$ cat src/rtl/piece_dropper_pkg.sv
// Constants shared by the piece dropper, the victory checker and the game controller.
package piece_dropper_pkg;

   localparam logic [1:0] PLAYER_NONE = 2'b00;
   localparam logic [1:0] PLAYER_1    = 2'b01;
   localparam logic [1:0] PLAYER_2    = 2'b10;

   localparam int DEF_ROWS = 8;
   localparam int DEF_COLS = 8;

   typedef enum logic [2:0] {
      DROP_IDLE   = 3'd0,
      DROP_SCAN   = 3'd1,
      DROP_WRITE  = 3'd2,
      DROP_NOTIFY = 3'd3,
      DROP_REJECT = 3'd4
   } drop_state_t;

   function automatic logic is_player(input logic [1:0] p);
      return (p == PLAYER_1) || (p == PLAYER_2);
   endfunction

endpackage

$ cat src/rtl/piece_dropper.sv
// Drops a piece into the lowest empty cell of a column, then hands the move
// to the victory checker; illegal or full-column requests are rejected.
module piece_dropper
   import piece_dropper_pkg::*;
#(
   parameter int NUM_ROWS = DEF_ROWS,
   parameter int NUM_COLS = DEF_COLS
) (
   input  logic       clk,
   input  logic       rst,
   input  logic       new_game,
   input  logic       start,
   input  logic [2:0] col,
   input  logic [1:0] player,
   output logic [2:0] read_row,
   output logic [2:0] read_col,
   input  logic [1:0] data_in,
   output logic       write_en,
   output logic [2:0] write_row,
   output logic [2:0] write_col,
   output logic [1:0] write_data,
   output logic [2:0] move_row,
   output logic [2:0] move_col,
   output logic       check_start,
   output logic       busy,
   output logic       done,
   output logic       rejected,
   output logic [6:0] move_count,
   output logic       board_full
);

   localparam logic [6:0] MAX_MOVES = 7'(NUM_ROWS * NUM_COLS);
   localparam logic [2:0] LAST_ROW  = 3'(NUM_ROWS - 1);
   localparam logic [3:0] COL_LIMIT = 4'(NUM_COLS);

   drop_state_t r_state, w_next;

   logic [2:0] r_col, w_col;
   logic [1:0] r_player, w_player;
   logic [2:0] r_read_row, w_read_row, r_read_col, w_read_col;
   logic [2:0] r_write_row, w_write_row, r_write_col, w_write_col;
   logic [1:0] r_write_data, w_write_data;
   logic [2:0] r_move_row, w_move_row, r_move_col, w_move_col;
   logic [6:0] r_move_count, w_move_count;
   logic       r_board_full, r_write_en, r_check_start, r_busy, r_done, r_rejected;
   logic       w_illegal;

   assign w_illegal = ({1'b0, col} >= COL_LIMIT) || !is_player(player) || r_board_full;

   always_comb begin
      w_next       = r_state;
      w_col        = r_col;
      w_player     = r_player;
      w_read_row   = r_read_row;
      w_read_col   = r_read_col;
      w_write_row  = r_write_row;
      w_write_col  = r_write_col;
      w_write_data = r_write_data;
      w_move_row   = r_move_row;
      w_move_col   = r_move_col;
      w_move_count = r_move_count;
      case (r_state)
         DROP_IDLE: begin
            if (start) begin
               w_col    = col;
               w_player = player;
               if (w_illegal) begin
                  w_next = DROP_REJECT;
               end else begin
                  w_next     = DROP_SCAN;
                  w_read_row = 3'd0;
                  w_read_col = col;
               end
            end else if (new_game) begin
               w_move_count = 7'd0;
               w_move_row   = 3'd0;
               w_move_col   = 3'd0;
            end else begin
               w_next = DROP_IDLE;
            end
         end
         DROP_SCAN: begin
            if (data_in == PLAYER_NONE) begin
               w_next       = DROP_WRITE;
               w_write_row  = r_read_row;
               w_write_col  = r_col;
               w_write_data = r_player;
            end else if (r_read_row == LAST_ROW) begin
               w_next = DROP_REJECT;
            end else begin
               w_read_row = r_read_row + 3'd1;
            end
         end
         DROP_WRITE: begin
            w_next     = DROP_NOTIFY;
            w_move_row = r_write_row;
            w_move_col = r_write_col;
            if (r_move_count != MAX_MOVES) begin
               w_move_count = r_move_count + 7'd1;
            end else begin
               w_move_count = r_move_count;
            end
         end
         DROP_NOTIFY: w_next = DROP_IDLE;
         DROP_REJECT: w_next = DROP_IDLE;
         default:     w_next = DROP_IDLE;
      endcase
   end

   // Pulses are registered from the next state so they line up with it.
   always_ff @(posedge clk or posedge rst) begin
      if (rst) begin
         r_state       <= DROP_IDLE;
         r_col         <= 3'd0;
         r_player      <= 2'd0;
         r_read_row    <= 3'd0;
         r_read_col    <= 3'd0;
         r_write_row   <= 3'd0;
         r_write_col   <= 3'd0;
         r_write_data  <= 2'd0;
         r_move_row    <= 3'd0;
         r_move_col    <= 3'd0;
         r_move_count  <= 7'd0;
         r_board_full  <= 1'b0;
         r_write_en    <= 1'b0;
         r_check_start <= 1'b0;
         r_busy        <= 1'b0;
         r_done        <= 1'b0;
         r_rejected    <= 1'b0;
      end else begin
         r_state       <= w_next;
         r_col         <= w_col;
         r_player      <= w_player;
         r_read_row    <= w_read_row;
         r_read_col    <= w_read_col;
         r_write_row   <= w_write_row;
         r_write_col   <= w_write_col;
         r_write_data  <= w_write_data;
         r_move_row    <= w_move_row;
         r_move_col    <= w_move_col;
         r_move_count  <= w_move_count;
         r_board_full  <= (w_move_count == MAX_MOVES);
         r_write_en    <= (w_next == DROP_WRITE);
         r_check_start <= (w_next == DROP_NOTIFY);
         r_busy        <= (w_next != DROP_IDLE);
         r_done        <= (w_next == DROP_NOTIFY) || (w_next == DROP_REJECT);
         r_rejected    <= (w_next == DROP_REJECT);
      end
   end

   assign read_row    = r_read_row;
   assign read_col    = r_read_col;
   assign write_en    = r_write_en;
   assign write_row   = r_write_row;
   assign write_col   = r_write_col;
   assign write_data  = r_write_data;
   assign move_row    = r_move_row;
   assign move_col    = r_move_col;
   assign check_start = r_check_start;
   assign busy        = r_busy;
   assign done        = r_done;
   assign rejected    = r_rejected;
   assign move_count  = r_move_count;
   assign board_full  = r_board_full;

endmodule
$ cat config.mk
export PLATFORM = sky130hd
export DESIGN_NAME = piece_dropper
export DESIGN_NICKNAME = d
export VERILOG_FILES = /design/src/rtl/piece_dropper_pkg.sv /design/src/rtl/piece_dropper.sv
export SDC_FILE = /design/constraint.sdc
export NUM_CORES = 1
export LEC_CHECK = 0
export CAP_MARGIN = 20
export CELL_PAD_IN_SITES_DETAIL_PLACEMENT = 2
export CELL_PAD_IN_SITES_GLOBAL_PLACEMENT = 2
export CORE_MARGIN = 2
export CORE_UTILIZATION = 30
export DETAILED_ROUTE_END_ITERATION = 12
export PLACE_DENSITY_LB_ADDON = 0.15
export SETUP_SLACK_MARGIN = 0.05
export SLEW_MARGIN = 20
export SYNTH_ARGS = -nofsm -noshare
export SYNTH_HDL_FRONTEND = slang
export SYNTH_SLANG_ARGS = --single-unit
$ cat constraint.sdc
create_clock -name clk -period 2.5 [get_ports clk]
set_input_delay 0.375 -clock clk [delete_from_list [all_inputs] [get_ports clk]]
set_output_delay 0.375 -clock clk [all_outputs]
set_load 0.01 [all_outputs]
### After elaboration in Yosys (flattened, before gate mapping)

Cells that the tools add are included.

| word-level totals | value |
|---|---|
| register bits | 41 |
| output and inout port bits | 33 |
| input bits | 11 |
| logic and storage cells | 69 |

| cells by class | value |
|---|---|
| multiplexer cells | 19 |
| reductions and logical operators | 14 |
| add/sub/neg operators | 2 |
| bitwise gates (word level) | 1 |
| eq/ne operators | 16 |

Operator list:

| kind | number |
|---|---|
| $mux 3 | 11 |
| $mux 7 | 3 |
| $pmux 3 s2 | 3 |
| $pmux 7 s2 | 1 |
| $ne 2x2->1 const B | 6 |
| $eq 3x2->1 const B | 3 |
| $pmux 3 s3 | 1 |
| $add 7x1->7 const B | 1 |
| $eq 7x7->1 const B | 1 |
| $ne 7x7->1 const B | 1 |
| $eq 3x3->1 const B | 2 |
| $reduce_and 3->1 | 2 |
| $reduce_and 5->1 | 1 |
| $reduce_and 2->1 | 2 |
| $reduce_bool 2->1 | 2 |
| $add 3x1->3 const B | 1 |
| $eq 3x1->1 const B | 1 |
| $logic_not 3->1 | 1 |
| $logic_or 1x1->1 | 3 |
| $reduce_bool 3->1 | 1 |
| $eq 2x1->1 const B | 1 |
| $eq 2x2->1 const B | 1 |
| $logic_not 2->1 | 1 |
| $logic_not 1->1 | 1 |
| $not 1->1 | 1 |

### Logic depth before layout (Yosys ltp)

| logic depth | value |
|---|---|
| depth after elaboration | 9 |
| mapped depth | 8 |
| gate-level depth less buffers | 6 |

### Worst setup path after synthesis

Ideal clock, no wire load.

| path | value |
|---|---|
| kind | register -> register |
| from | register r_state[1] |
| to | register r_read_row[1] (netlist: read_row[1]) |
| clock period less this slack | 1.957 ns |
| slack | 0.543 ns |
| data required time | 2.372 ns |
| data arrival time | 1.829 ns |
| stages on the path, launching flop included | 9 |
| path through | dfrtp_1 -> buf_6 -> or3b_1 -> or3_1 -> inv_2 -> buf_4 -> nor3_1 -> o21ai_2 -> mux2_1 |

| between the ends | value |
|---|---|
| cells in the longest elaborated chain, start to end | 3 |
| elaborated cells between the ends (all ways) | 9 |
| those cells by class | eq/ne (5); mux (1); reduce/logical (3) |

Ends and longest elaborated chain:

| item | RTL line | source |
|---|---|---|
| start: declaration | piece_dropper.sv:36 | `drop_state_t r_state, w_next;` |
| start signal: assignment | piece_dropper.sv:131 | `r_state <= w_next;` |
| $eq 3x1->1 or $logic_not 3->1 (tied branches) | piece_dropper.sv:62 | `case (r_state)` |
| $ne 2x2->1 (no source line) or $reduce_bool 2->1 (tied branches) | n/a |  |
| $reduce_and 5->1 (no source line) | n/a |  |
| end signal: assignment | piece_dropper.sv:134 | `r_read_row <= w_read_row;` |
| end: declaration | piece_dropper.sv:40 | `logic [2:0] r_read_row, w_read_row, r_read_col, w_read_col;` |

Parallel ways exist; a longest one is shown, timed or not.
A chain may end at the register's enable or synchronous reset.

### Worst setup path after layout

| path | value |
|---|---|
| from | register r_state[2] |
| to | register r_read_row[2] (netlist: read_row[2]) |

Same word-level chain as after synthesis.

==> flow_metrics.tcl <==
set metrics [dict create \
    outcome "finished clean" \
    period_needed_ns 2.15 \
    synth.distinct_cells 35 \
    die_w_um 82.1 \
    holdBufCountCts 0 \
    maxCapViolCount 0 \
    hold_class "reg2reg" \
    grt_antenna_before_repair 0 \
    dr_total_vias 1484 \
    synth-seq-area-share 0.561 \
    synth_edf_count 0 \
    gp_congestion 0.791 \
    grt_usage 0.165 \
    powerDensity_nw_per_um2 1220 \
    cts-resized-gates 0 \
    diodes 0 \
    drive_gt1_frac 0.107 \
    grt_pass1_vias 1544 \
    hold_end "write_data[1]$_DFFE_PP0P_" \
    cts_max_level 2 \
    required_ns 2.68 \
    startpoint_type "register" \
    clk-insertion-delay-late_ns 0.30 \
    die-area_um2 6730 \
    grt_max_degree 42 \
    syn_inst 175 \
    viasPerCell 4.95 \
    core_area_um2 5920 \
    syn_nets 190 \
    slew_headroom 0.646 \
    r2r-end "read_row[2]$_DFFE_PP0P_" \
    final_common_cell "clkdlybuf4s50_1" \
    drt_drc_violations_left 0 \
    io_buffers 43 \
    clock_skew_ns 0.00366 \
    postCtsSetupBuffers 0 \
    cts_tree "yes" \
    fin_setup_tns_ns 0 \
    drt_first_pass_iters 4 \
    synth-seq-cells 41 \
    drt_iter0_drc 55 \
    finalSetupViolCount 0 \
    synthArstFlopShare 1.00 \
    yosysWarnings 0 \
    crit_fanout 11 \
    finalPower_w 0.00304 \
    root_buffer "clkbuf_8" \
    routed_wl_um 5020 \
    dp_hpwl_um 3720 \
    fillerInstances 638 \
    p_leak_nw 1.13 \
    r2r_slack_ns 0.35 \
    wl_per_cell_um 16.7 \
    fin_cells 300 \
    max_freq_mhz 465 \
    fin_util 0.421 \
    clkTransAtPathRegs_ns 0.09 \
    ys.flop_type "dfrtp_1" \
    io_pins 44 \
    endpoint_kind "register" \
    critPathKind "reg2reg" \
    syn_area_um2 1830 \
    rsz0062_at_grt "no" \
    ant_nets 0 \
    syn_avg_cell_area_um2 10.4 \
    syn2layout_area_growth_pct 36.5 \
    hold_start "r_player[1]$_DFFE_PP0P_" \
    drv_slew 0 \
    cts-buffers-inserted 5 \
    tightest_slew_ns 0.530 \
    grt_pass1_wl_um 8220 \
    fin_nets 239 \
    die_height_um 82.1 \
    grt-ovfl-total 0 \
    rows 28 \
    final_cell_mix "clkdlybuf4s50_1 (43), dfrtp_1 (41), nand2_1 (31)" \
    clockBufferDepth 2 \
    cts_sinks 41 \
    r2r-start "r_state[2]$_DFF_PP0_" \
    hold_depth 2 \
    placed_cells 292 \
    period_share 0.860 \
    initial_core_util 0.309 \
    cp.arrival_ns 2.33 \
    vdd_drop_max_uv 398 \
    final_hold_viol_count 0 \
    reg2reg_depth 6 \
]
[Yosys cell counts (2+ instances only)]
cell type / n / share of area
o21ai_1: 2 / 0.0055
o21ai_0: 11 / 0.030
or3b_1: 2 / 0.0096
nand3_1: 4 / 0.011
ha_1: 4 / 0.027
mux2_2: 8 / 0.049
xnor2_1: 2 / 0.0096
nor2b_1: 3 / 0.010
nand2_1: 31 / 0.064
dfrtp_1: 41 / 0.56
nor2_1: 8 / 0.016
nor3_1: 7 / 0.019
or3_1: 2 / 0.0068
o22ai_1: 4 / 0.014
buf_2: 2 / 0.0055
and3_1: 4 / 0.014
clkbuf_1: 3 / 0.0062
inv_1: 7 / 0.014
mux2_1: 2 / 0.012
a22o_1: 8 / 0.038
nand2b_1: 3 / 0.010
a21oi_1: 4 / 0.011
[how the worst max path moves through the flow]
stage / start / to / slack, ns / cells after the start
2_1_floorplan: r_state[1]$_DFF_PP0_ / read_row[1]$_DFFE_PP0P_ / 0.54 / 8
6_report: r_state[2]$_DFF_PP0_ / read_row[2]$_DFFE_PP0P_ / 0.35 / 6
3_5_place_dp: start / board_full$_DFF_PP0_ / 0.32 / 7
5_1_grt: r_state[1]$_DFF_PP0_ / busy$_DFF_PP0_ / 0.24 / 6
3_3_place_gp: r_state[2]$_DFF_PP0_ / busy$_DFF_PP0_ / 0.40 / 6
4_1_cts: r_state[2]$_DFF_PP0_ / read_row[2]$_DFFE_PP0P_ / 0.33 / 6
[critical path: stages, from the launching register on]
cell,delay (ns)
dfrtp_1,0.48
or3b_1,0.44
or3_1,0.35
inv_2,0.20
nor3_1,0.12
o21ai_2,0.10
mux2_1,0.35
[sequential cells by signal (all words and copies together), names as in the netlist]
signal,flops
busy,1
done,1
write_en,1
check_start,1
write_row,3
board_full,1
read_row,3
r_col,3
write_col,3
rejected,1
move_col,3
move_count,7
read_col,3
r_state,3
write_data,2
r_player,2
move_row,3
[final cells by class]
cell class / count / area, µm² / share of cell area
clock buffer: 5 / 68.8 / 0.0276
clock inverter: 3 / 68.8 / 0.0276
inverter: 8 / 30.0 / 0.0120
multi-input combinational: 119 / 732 / 0.293
sequential: 41 / 1030 / 0.411
tap: 75 / 93.8 / 0.0376
timing repair buffer: 49 / 475 / 0.191
[power by group]
part           internal (W)  switching [W]  total (W)  leakage (nW)
clock network      0.000402       0.000249   0.000651        0.0687
registers          0.000919       0.000220    0.00114         0.531
logic              0.000674       0.000577    0.00125         0.532
total               0.00200        0.00105    0.00304          1.13
[logic make-up after synthesis]
family | after synthesis | synth area share
DFF | 41 | 0.561
xor gates and xnor gates | 2 | 0.00958
adders and majority gates | 4 | 0.0274
buffers and inverters | 15 | 0.0383
muxes | 10 | 0.0616
AOI/OAI and AO/OA | 35 | 0.126
and+or+nand+nor | 68 | 0.176
[stage by stage]
| stage | hold WS [ns] | cell area, µm² | setup WS [ns] |
|---|---|---|---|
| 3_5_place_dp | 0.458 | 2360 | 0.319 |
| 4_1_cts | 0.481 | 2490 | 0.331 |
| 5_1_grt | 0.522 | 2490 | 0.241 |
| 3_3_place_gp | 0.444 | 2360 | 0.401 |
| 2_1_floorplan | 0.433 | 1830 | 0.543 |
| 6_report | 0.478 | 2490 | 0.350 |
[metal layers]
metal,global-route usage,wire length [µm],part of all wire,vias to the layer above
met2,0.277,2490,0.50,32
met5,0,0,0,-
met3,0.0363,164,0.033,6
met1,0.213,2310,0.46,741
met4,0.0500,52,0.010,0
li1,-,-,-,705
(Power assumes the default switching activity.)
